[config.mk]
export PLATFORM = sky130hd
export DESIGN_NAME = relu_backward
export DESIGN_NICKNAME = d
export VERILOG_FILES = /design/src/rtl/relu_pkg.sv /design/src/rtl/relu_mask_ram.sv /design/src/rtl/relu_backward.sv
export SDC_FILE = /design/constraint.sdc
export NUM_CORES = 1
export LEC_CHECK = 0
export ABC_AREA = 1
export ABC_CLOCK_PERIOD_IN_PS = 3850
export CAP_MARGIN = 30
export CELL_PAD_IN_SITES_DETAIL_PLACEMENT = 0
export CELL_PAD_IN_SITES_GLOBAL_PLACEMENT = 2
export CORE_UTILIZATION = 32
export CTS_CLUSTER_SIZE = 14
export DETAILED_ROUTE_END_ITERATION = 8
export HOLD_SLACK_MARGIN = 0.12
export PLACE_DENSITY = 0.95
export RECOVER_POWER = 25
export SYNTH_ARGS = -nofsm -noshare
export SYNTH_HDL_FRONTEND = slang
export SYNTH_SLANG_ARGS = --single-unit
[constraint.sdc]
create_clock -name clk -period 3.85 [get_ports clk]
set_clock_uncertainty 0.05 [all_clocks]
set_input_delay 0.77 -clock clk [delete_from_list [all_inputs] [get_ports clk]]
set_output_delay 0.77 -clock clk [all_outputs]
set_load 0.005 [all_outputs]
[src/rtl/relu_pkg.sv]
// Shared definitions for the ReLU backward-pass block: FP32 field constants,
// FSM state encoding and the forward-activation mask rule.
package relu_pkg;

  localparam int          DATA_WIDTH_DEF = 32;
  localparam int          SIGN_BIT       = 31;
  localparam logic [31:0] POS_ZERO       = 32'h0000_0000;

  typedef enum logic [2:0] {
    ST_IDLE,
    ST_RECORD,
    ST_BACKWARD,
    ST_DRAIN,
    ST_DONE
  } state_t;

  // Strictly positive: sign clear and not +0.0. Positive NaN and denormals count as positive.
  function automatic logic relu_mask(input logic [31:0] x);
    return ~x[SIGN_BIT] & (x[SIGN_BIT-1:0] != '0);
  endfunction

endpackage

[src/rtl/relu_mask_ram.sv]
// DEPTH x 1-bit mask store: synchronous write, asynchronous read, no reset.
module relu_mask_ram #(
  parameter int DEPTH = 64,
  parameter int AW    = (DEPTH > 1) ? $clog2(DEPTH) : 1
) (
  input  logic          clk,
  input  logic          we,
  input  logic [AW-1:0] waddr,
  input  logic          wdata,
  input  logic [AW-1:0] raddr,
  output logic          rdata
);

  logic mem [DEPTH];

  always_ff @(posedge clk) begin
    if (we) mem[waddr] <= wdata;
  end

  assign rdata = mem[raddr];

endmodule

[src/rtl/relu_backward.sv]
// ReLU backward pass: records a sign/zero mask from the forward stream, then
// gates the upstream gradient stream with it through a registered output stage.
module relu_backward
  import relu_pkg::*;
#(
  parameter int DATA_WIDTH = DATA_WIDTH_DEF,
  parameter int DEPTH      = 64,
  parameter int LEN_W      = 7
) (
  input  logic                  clk,
  input  logic                  rst,
  input  logic                  start,
  input  logic [LEN_W-1:0]      vec_len,
  input  logic                  fwd_valid,
  output logic                  fwd_ready,
  input  logic [DATA_WIDTH-1:0] fwd_data,
  input  logic                  grad_valid,
  output logic                  grad_ready,
  input  logic [DATA_WIDTH-1:0] grad_data,
  output logic                  out_valid,
  input  logic                  out_ready,
  output logic [DATA_WIDTH-1:0] out_data,
  output logic                  busy,
  output logic                  done
);

  localparam int               AW      = (DEPTH > 1) ? $clog2(DEPTH) : 1;
  localparam logic [LEN_W-1:0] DEPTH_L = LEN_W'(DEPTH);

  state_t                state_q, state_d;
  logic [LEN_W-1:0]      cnt_q, cnt_d;
  logic [LEN_W-1:0]      len_q, len_d;
  logic                  out_valid_q, out_valid_d;
  logic [DATA_WIDTH-1:0] out_data_q, out_data_d;

  logic fwd_fire, grad_fire, out_fire, last_elem;
  logic mask_wr_bit, mask_rd_bit;

  assign fwd_fire    = fwd_valid & fwd_ready;
  assign grad_fire   = grad_valid & grad_ready;
  assign out_fire    = out_valid_q & out_ready;
  assign last_elem   = (cnt_q == (len_q - LEN_W'(1)));
  assign mask_wr_bit = relu_mask(fwd_data[SIGN_BIT:0]);

  relu_mask_ram #(
    .DEPTH (DEPTH),
    .AW    (AW)
  ) u_mask (
    .clk   (clk),
    .we    (fwd_fire),
    .waddr (cnt_q[AW-1:0]),
    .wdata (mask_wr_bit),
    .raddr (cnt_q[AW-1:0]),
    .rdata (mask_rd_bit)
  );

  always_ff @(posedge clk or posedge rst) begin
    if (rst) state_q <= ST_IDLE;
    else     state_q <= state_d;
  end

  always_comb begin
    state_d = state_q;
    unique case (state_q)
      ST_IDLE:     if (start) state_d = (vec_len == '0) ? ST_DONE : ST_RECORD;
      ST_RECORD:   if (fwd_fire && last_elem) state_d = ST_BACKWARD;
      ST_BACKWARD: if (grad_fire && last_elem) state_d = ST_DRAIN;
      ST_DRAIN:    if (out_fire) state_d = ST_DONE;
      ST_DONE:     state_d = ST_IDLE;
      default:     state_d = ST_IDLE;
    endcase
  end

  // Gradient acceptance depends on out_ready so a drained slot refills in the same cycle.
  always_comb begin
    fwd_ready  = 1'b0;
    grad_ready = 1'b0;
    busy       = 1'b0;
    done       = 1'b0;
    unique case (state_q)
      ST_RECORD: begin
        fwd_ready = 1'b1;
        busy      = 1'b1;
      end
      ST_BACKWARD: begin
        grad_ready = ~out_valid_q | out_ready;
        busy       = 1'b1;
      end
      ST_DRAIN: busy = 1'b1;
      ST_DONE:  done = 1'b1;
      default: ;
    endcase
  end

  always_comb begin
    cnt_d       = cnt_q;
    len_d       = len_q;
    out_valid_d = out_valid_q;
    out_data_d  = out_data_q;
    if (state_q == ST_IDLE && start) begin
      len_d = (vec_len > DEPTH_L) ? DEPTH_L : vec_len;
      cnt_d = '0;
    end
    if (fwd_fire || grad_fire) cnt_d = last_elem ? '0 : cnt_q + LEN_W'(1);
    if (grad_fire) begin
      out_valid_d = 1'b1;
      out_data_d  = mask_rd_bit ? grad_data : DATA_WIDTH'(POS_ZERO);
    end else if (out_fire) begin
      out_valid_d = 1'b0;
    end
  end

  always_ff @(posedge clk or posedge rst) begin
    if (rst) begin
      cnt_q       <= '0;
      len_q       <= '0;
      out_valid_q <= 1'b0;
      out_data_q  <= '0;
    end else begin
      cnt_q       <= cnt_d;
      len_q       <= len_d;
      out_valid_q <= out_valid_d;
      out_data_q  <= out_data_d;
    end
  end

  assign out_valid = out_valid_q;
  assign out_data  = out_data_q;

endmodule

==> results of run 1 <==
==> through the flow <==
stage                     cells  instance area [um2]  power (W)  utilization (%)  hold slack [ns]
after floorplan             715                 5680    0.00288                -            0.422
after global placement     1036                 7010    0.00364             40.5            0.412
after detailed placement   1036                 7010    0.00363             40.5            0.414
after CTS                  1068                 7630    0.00530             44.1            0.430
after global routing       1068                 7630    0.00559             44.1            0.433
final                      1068                 7630    0.00523             44.1            0.426
==> metal layers <==
metal / share of wire (%) / track usage [%] / vias up / wire length [um]
met5: 0 / 0 / - / 0
met4: 1.1 / 4.68 / 0 / 155
met3: 2.8 / 3.93 / 16 / 400
met2: 51 / 27.7 / 56 / 7230
met1: 45 / 20.2 / 2154 / 6430
li1: - / - / 2471 / -
==> area by class of cell <==
| class | count | area, um2 | share of cell area, % |
|---|---|---|---|
| sequential | 114 | 3170 | 41.6 |
| multi-input combinational | 497 | 2080 | 27.2 |
| timing repair buffer | 118 | 1160 | 15.3 |
| clock buffer | 18 | 450 | 5.91 |
| inverter | 82 | 308 | 4.04 |
| tap | 225 | 282 | 3.69 |
| clock inverter | 14 | 173 | 2.26 |
==> cell usage in the layout, fill, tap and decap left out <==
cell type and n:
o21ai_0 9, clkbuf_16 18, inv_4 4, buf_4 4, nand3_1 26, nor3_1 7
a31oi_4 1, nor4_1 7, a31oi_1 1, clkinv_1 1, a22oi_1 2, clkbuf_1 1
nand3b_1 1, nor2_1 128, o21ai_1 5, clkdlybuf4s50_1 106, ha_1 2, inv_1 74
nand2_2 1, bufinv_16 3, nand4_1 4, edfxtp_1 64, o22ai_1 6, nor2_2 1
xor2_1 5, a21oi_1 13, nand2_1 274, xnor2_1 1, dlygate4sd3_1 7, dfrtp_1 50
inv_2 7, inv_6 3, clkinv_2 1, clkinv_4 3, or2_2 1, o31ai_1 2
==> state kept, by name, summed over array words and instances, names as in the netlist <==
register	flops
state_q	3
out_data	32
cnt_q	7
u_mask.mem	64
len_q	7
out_valid	1
==> kinds of logic (layout without fill, tap and decap cells) <==
logic type / Yosys count / count (layout)
xor+xnor: 6 / 6
simple gates: 450 / 450
buf+inv: 104 / 232
compound gates: 39 / 39
fa+ha+maj: 2 / 2
flops: 114 / 114
==> worst max-delay path: stages <==
cell           delay, ns
dlygate4sd3_1       0.53
inv_1               0.84
clkbuf_1            0.95
==> how the worst max path moves through the flow <==
stage	from	endpoint	slack (ns)
5_1_grt	rst	len_q[1]$_DFFE_PP0P_	0.58
4_1_cts	out_ready	grad_ready	1.03
3_5_place_dp	out_ready	grad_ready	1.03
6_report	rst	state_q[2]$_DFFE_PP0P_	1.04
2_1_floorplan	fwd_data[18]	u_mask.mem[0]$_DFFE_PP_	0.42
3_3_place_gp	out_ready	grad_ready	1.03
==> power by group <==
part | internal, W | switching [W] | leakage (nW)
clock | 0.00106 | 0.000584 | 0.312
combinational | 0.000789 | 0.00107 | 1.91
sequential | 0.00154 | 0.000184 | 1.24
==> results.ini, run 1 <==
[synth]
synth-xor-area-share_pct=0.925
synth.avg_cell_area_um2=7.94
synth_seq_cells=114
syn_area_um2=5680
synth.most_common_cell=nand2_1
synth_edf_count=64
yosysUniqueCellTypes=30
synth_fa_ha_area_share_pct=0.441
async_reset_ff_share_pct=43.9
synth_nets=794
synth_compound_area_share_pct=3.79
synth-main-ff-cell=edfxtp_1
yosys-top-cells-area=edfxtp_1 34%, dfrtp_1 22%, nand2_1 18%, nor2_1 8.5%, inv_1 4.9%
yosysSeqAreaShare_pct=55.9
synthMuxAreaShare_pct=0
synth_top_family_by_area=simple AND/OR/NAND/NOR gates
netlist_instances=715
synth_common_cells=274 x nand2_1, 128 x nor2_1, 74 x inv_1
synth-simple-area-share_pct=31.1
synth_top_area_cell=edfxtp_1
yosysWarningCount=0
synth_largest_type_area_fraction_pct=33.8

[cts]
post_cts_buffers=0
root_buffer=clkbuf_16
ctsResizeCount=0
clock_latency_ns=0.42
clockBufferDepth=2
cts_tree=yes
clk_pin_slew_ns=0.06
clock-sinks=114
cts_buffers=17
cts_hold_buffers=0
cts_htree_levels=4

[power]
p_leak_nw=3.46
irDropWorstVdd_uv=390
power_density_nw_per_um2=685

[placed_design]
portBuffers=113
place_hpwl_um=9460
pre_cts_slack_ns=1.03
gp_congestion=0.737

[die]
design.die.area_um2=18300
core_area_um2=17300
die_h_um=135
dieWidth_um=135
rows=48
start_util_pct=32.8
num_io_pins=114

[detailed_routing]
routed_wl_um=14200
routedWlPerCell_um=13.3
final_antenna_net_count=0
dr_total_vias=4697
drc=0
vias_per_cell=4.40
detail_route.iter0.violations=382
dr.pass1.iters=4

[setup_path]
rr_endpoint=out_data[9]$_DFFE_PP0P_
worstPathArrival_ns=3.11
crit_path_max_fanout=30
end_kind=async pin
required_ns=4.14
rrSetupSlack_ns=1.23
worstSetupPathType=input port to async pin
reg2reg_from=cnt_q[2]$_DFFE_PP0P_
r2r_cells=13
startpoint_type=input port

[timing]
final-setup-viol-count=0
period_share_pct=73.1
worst_pin_slew_ns=1.19
setup_tns_ns=0
hold_violations=0
fin_ws_ns=1.04
fin_crit_ns=2.81
grt_setup_unrepaired=no
drv_slew=0
relSlewSlack_pct=20.8
fmax_mhz=356

[global_routing]
grt_usage_pct=16.2
overflow=0
antenna_found_initial=0
grt_pass1_wl_um=22600
grt_max_degree=65
grt_pass1_vias=4388

[worst_hold_path]
whs_path_depth=2
min-delay-start=out_data[15]$_DFFE_PP0P_
hold_path_class=register to register
hold_path_end=out_data[15]$_DFFE_PP0P_

[run_status]
status=completed

[layout]
fillers=1757
area_delta_synth_final_pct=34.3
layout.nets=909
drive_above_1_share_pct=5.58
diodes=0

[job]
drv_cap=0

Note: power is estimated with default switching activity, not from simulation.
==> run 2, diff against run 1 <==
--- a/config.mk
+++ b/config.mk
@@ -6,15 +6,15 @@
 export NUM_CORES = 1
 export LEC_CHECK = 0
 export ABC_AREA = 1
-export ABC_CLOCK_PERIOD_IN_PS = 3850
+export ABC_CLOCK_PERIOD_IN_PS = 2400
 export CAP_MARGIN = 30
 export CELL_PAD_IN_SITES_DETAIL_PLACEMENT = 0
 export CELL_PAD_IN_SITES_GLOBAL_PLACEMENT = 2
-export CORE_UTILIZATION = 32
+export CORE_UTILIZATION = 27
 export CTS_CLUSTER_SIZE = 14
 export DETAILED_ROUTE_END_ITERATION = 8
 export HOLD_SLACK_MARGIN = 0.12
-export PLACE_DENSITY = 0.95
+export PLACE_DENSITY = 0.87
 export RECOVER_POWER = 25
 export SYNTH_ARGS = -nofsm -noshare
 export SYNTH_HDL_FRONTEND = slang
==> constraint.sdc (replaced) <==
create_clock -name clk -period 2.4 [get_ports clk]
set_clock_uncertainty 0.05 [all_clocks]
set_input_delay 0.48 -clock clk [delete_from_list [all_inputs] [get_ports clk]]
set_output_delay 0.48 -clock clk [all_outputs]
set_load 0.005 [all_outputs]
==> run 2 against run 1 <==
  * Non-clock buffer count grew 19
  * Critical path type is now register to output pin
  * Via count up 2.5%
  * Clock-buffer cell count up 8
  * Global-route usage is 1.4 points lower
  * Largest cell class unchanged
  * Power up 61%
==> results.ini, run 2 (synthesis gave the netlist of run 1 again) <==
[layout]
drive_above_1_share_pct=7.77  ; +2.2 points
layout_commonest_cell=nand2_1
largest_register=u_mask.mem
layout.nets=928  ; +2.1%
layout_common_cells=273 x nand2_1, 126 x nor2_1, 106 x clkdlybuf4s50_1
diodes=0  ; unchanged
area_delta_synth_final_pct=37.8
final_cells=1132  ; +6.0%
largest_reg_flops=64  ; unchanged

[timing]
fmax_mhz=438
worst_pin_slew_ns=1.29  ; +0.0988 ns
final-setup-viol-count=0  ; unchanged
grt_setup_unrepaired=no
period_share_pct=95.2
fin_crit_ns=2.29
setup_tns_ns=0  ; unchanged
drv_slew=0  ; unchanged
hold_violations=0  ; unchanged
relSlewSlack_pct=14.2  ; -6.6 points

[detailed_routing]
dr_total_vias=4816  ; +2.5%
vias_per_cell=4.25  ; -3.3%
routedWlPerCell_um=13.5  ; +1.5%
detail_route.iter0.violations=229  ; -40%
drc=0  ; unchanged
routed_wl_um=15300  ; +7.5%
dr.pass1.iters=4  ; unchanged
final_antenna_net_count=0  ; unchanged

[global_routing]
antenna_found_initial=0  ; unchanged
grt_max_degree=66  ; +1.5%
overflow=0  ; unchanged
grt_pass1_wl_um=24600  ; +8.8%
grt_pass1_vias=4783  ; +9.0%
grt_usage_pct=14.8  ; -1.4 points

[run_status]
status=completed

[cts]
cts_tree=yes
cts_buffers=17  ; unchanged
clock-sinks=114  ; unchanged
root_buffer=clkbuf_16
cts_hold_buffers=0  ; unchanged
clock_latency_ns=0.42  ; about the same
clockBufferDepth=2  ; unchanged
cts_htree_levels=4  ; unchanged
clk_pin_slew_ns=0.06  ; about the same

[setup_path]
required_ns=1.87  ; -2.27 ns
endpoint=grad_ready
rr_endpoint=out_data[27]$_DFFE_PP0P_
slowest_delay_ns=0.52  ; -0.43 ns
critical_path.cell_chain=inv_1, nand3_2, nor2_2, clkdlybuf4s50_1
reg2reg_from=cnt_q[2]$_DFFE_PP0P_
worstSetupPathType=register to output pin
end_kind=output pin
worstPathArrival_ns=1.76  ; -1.35 ns
cp_top_family=buffers and inverters
path_buf_inv=2  ; -1
r2r_cells=14  ; +1
crit_cells=4  ; +1
startpoint_type=register
rrSetupSlack_ns=0.25  ; -0.98 ns
crit_path_max_fanout=7  ; -77%
crit_path_top_delay_cell=clkdlybuf4s50_1
crit_path_start=state_q[2]$_DFFE_PP0P_

[job]
drv_cap=0  ; unchanged

[die]
die_h_um=147  ; +8.7%
rows=52  ; +8.3%
core_area_um2=20400  ; +18%
dieWidth_um=147  ; +8.7%
start_util_pct=27.8  ; -5.0 points
design.die.area_um2=21600  ; +18%
num_io_pins=114  ; unchanged

[placed_design]
dpl.cell_count=1099  ; +6.1%
gp_congestion=0.743  ; +0.90%
place_hpwl_um=10600  ; +12%
portBuffers=113  ; unchanged

[worst_hold_path]
hold_path_class=register to register
min-delay-start=out_data[1]$_DFFE_PP0P_

[power]
power_density_nw_per_um2=1070  ; +57%
p_leak_nw=3.53  ; +2.2%
irDropWorstVdd_uv=445  ; +14%

-- run 2: changes by cell type in the layout (fill, tap and decap cells not counted), sizes merged --
cell,delta
buf,+17
clkbuf,+10
inv,-7
bufinv,-3
clkinv,+2
-- run 2: final cells by class --
cell class | count | area (um2)
clock buffers | 26 | 564
inverters | 82 | 310
well taps | 270 | 338
clock inverters | 6 | 35.0
multi-input cells | 497 | 2090
repair buffers | 137 | 1320
flip-flops and latches | 114 | 3170
fillers | 2145 | 12600
-- run 2: through the flow --
stage | utilization (%) | power [W] | hold WS, ns | cell area [um2] | setup slack, ns
6_report | 38.3 | 0.00840 | 0.420 | 7830 | 0.115
5_1_grt | 38.3 | 0.00902 | 0.438 | 7830 | 0.0151
4_1_cts | 38.4 | 0.00855 | 0.382 | 7840 | 0.0187
3_5_place_dp | 35.4 | 0.00600 | 0.414 | 7240 | 0.154
3_3_place_gp | 35.4 | 0.00601 | 0.412 | 7240 | 0.144
2_1_floorplan | - | 0.00462 | 0.422 | 5690 | 0.235
-- run 2: worst min-delay path: cells and delay by family, from the launching register on --
| kind | cells | cell delay [ns] |
|---|---|---|
| flops | 1 | 0.34 |
| simple gates | 2 | 0.10 |
-- run 2: where the power goes --
part / switching, W / internal [W]
clock network: 0.000875 / 0.00162
logic: 0.00180 / 0.00137
registers: 0.000270 / 0.00247
total: 0.00295 / 0.00546
-- run 2: metal layers --
| layer | global-route usage, % | up-vias | share of wire (%) |
|---|---|---|---|
| met1 | 17.9 | 2233 | 45 |
| met4 | 4.79 | 0 | 1.7 |
| met2 | 25.4 | 56 | 51 |
| met5 | 0 | - | 0 |
| li1 | - | 2505 | - |
| met3 | 4.01 | 22 | 2.6 |
-- run 2: what timing repair did --
item,CTS,global route
endpoints found under the setup margin,0,34
resized for setup,0,5
buffers inserted,0,1
-- run 2: worst min path at each step --
| stage | end | slack [ns] | depth (start not counted) |
|---|---|---|---|
| 2_1_floorplan | out_data[0]$_DFFE_PP0P_ | 0.42 | 2 |
| 3_3_place_gp | out_data[10]$_DFFE_PP0P_ | 0.41 | 2 |
| 3_5_place_dp | out_data[3]$_DFFE_PP0P_ | 0.41 | 2 |
| 4_1_cts | out_data[22]$_DFFE_PP0P_ | 0.38 | 3 |
| 5_1_grt | out_data[1]$_DFFE_PP0P_ | 0.44 | 2 |
| 6_report | out_data[1]$_DFFE_PP0P_ | 0.42 | 2 |
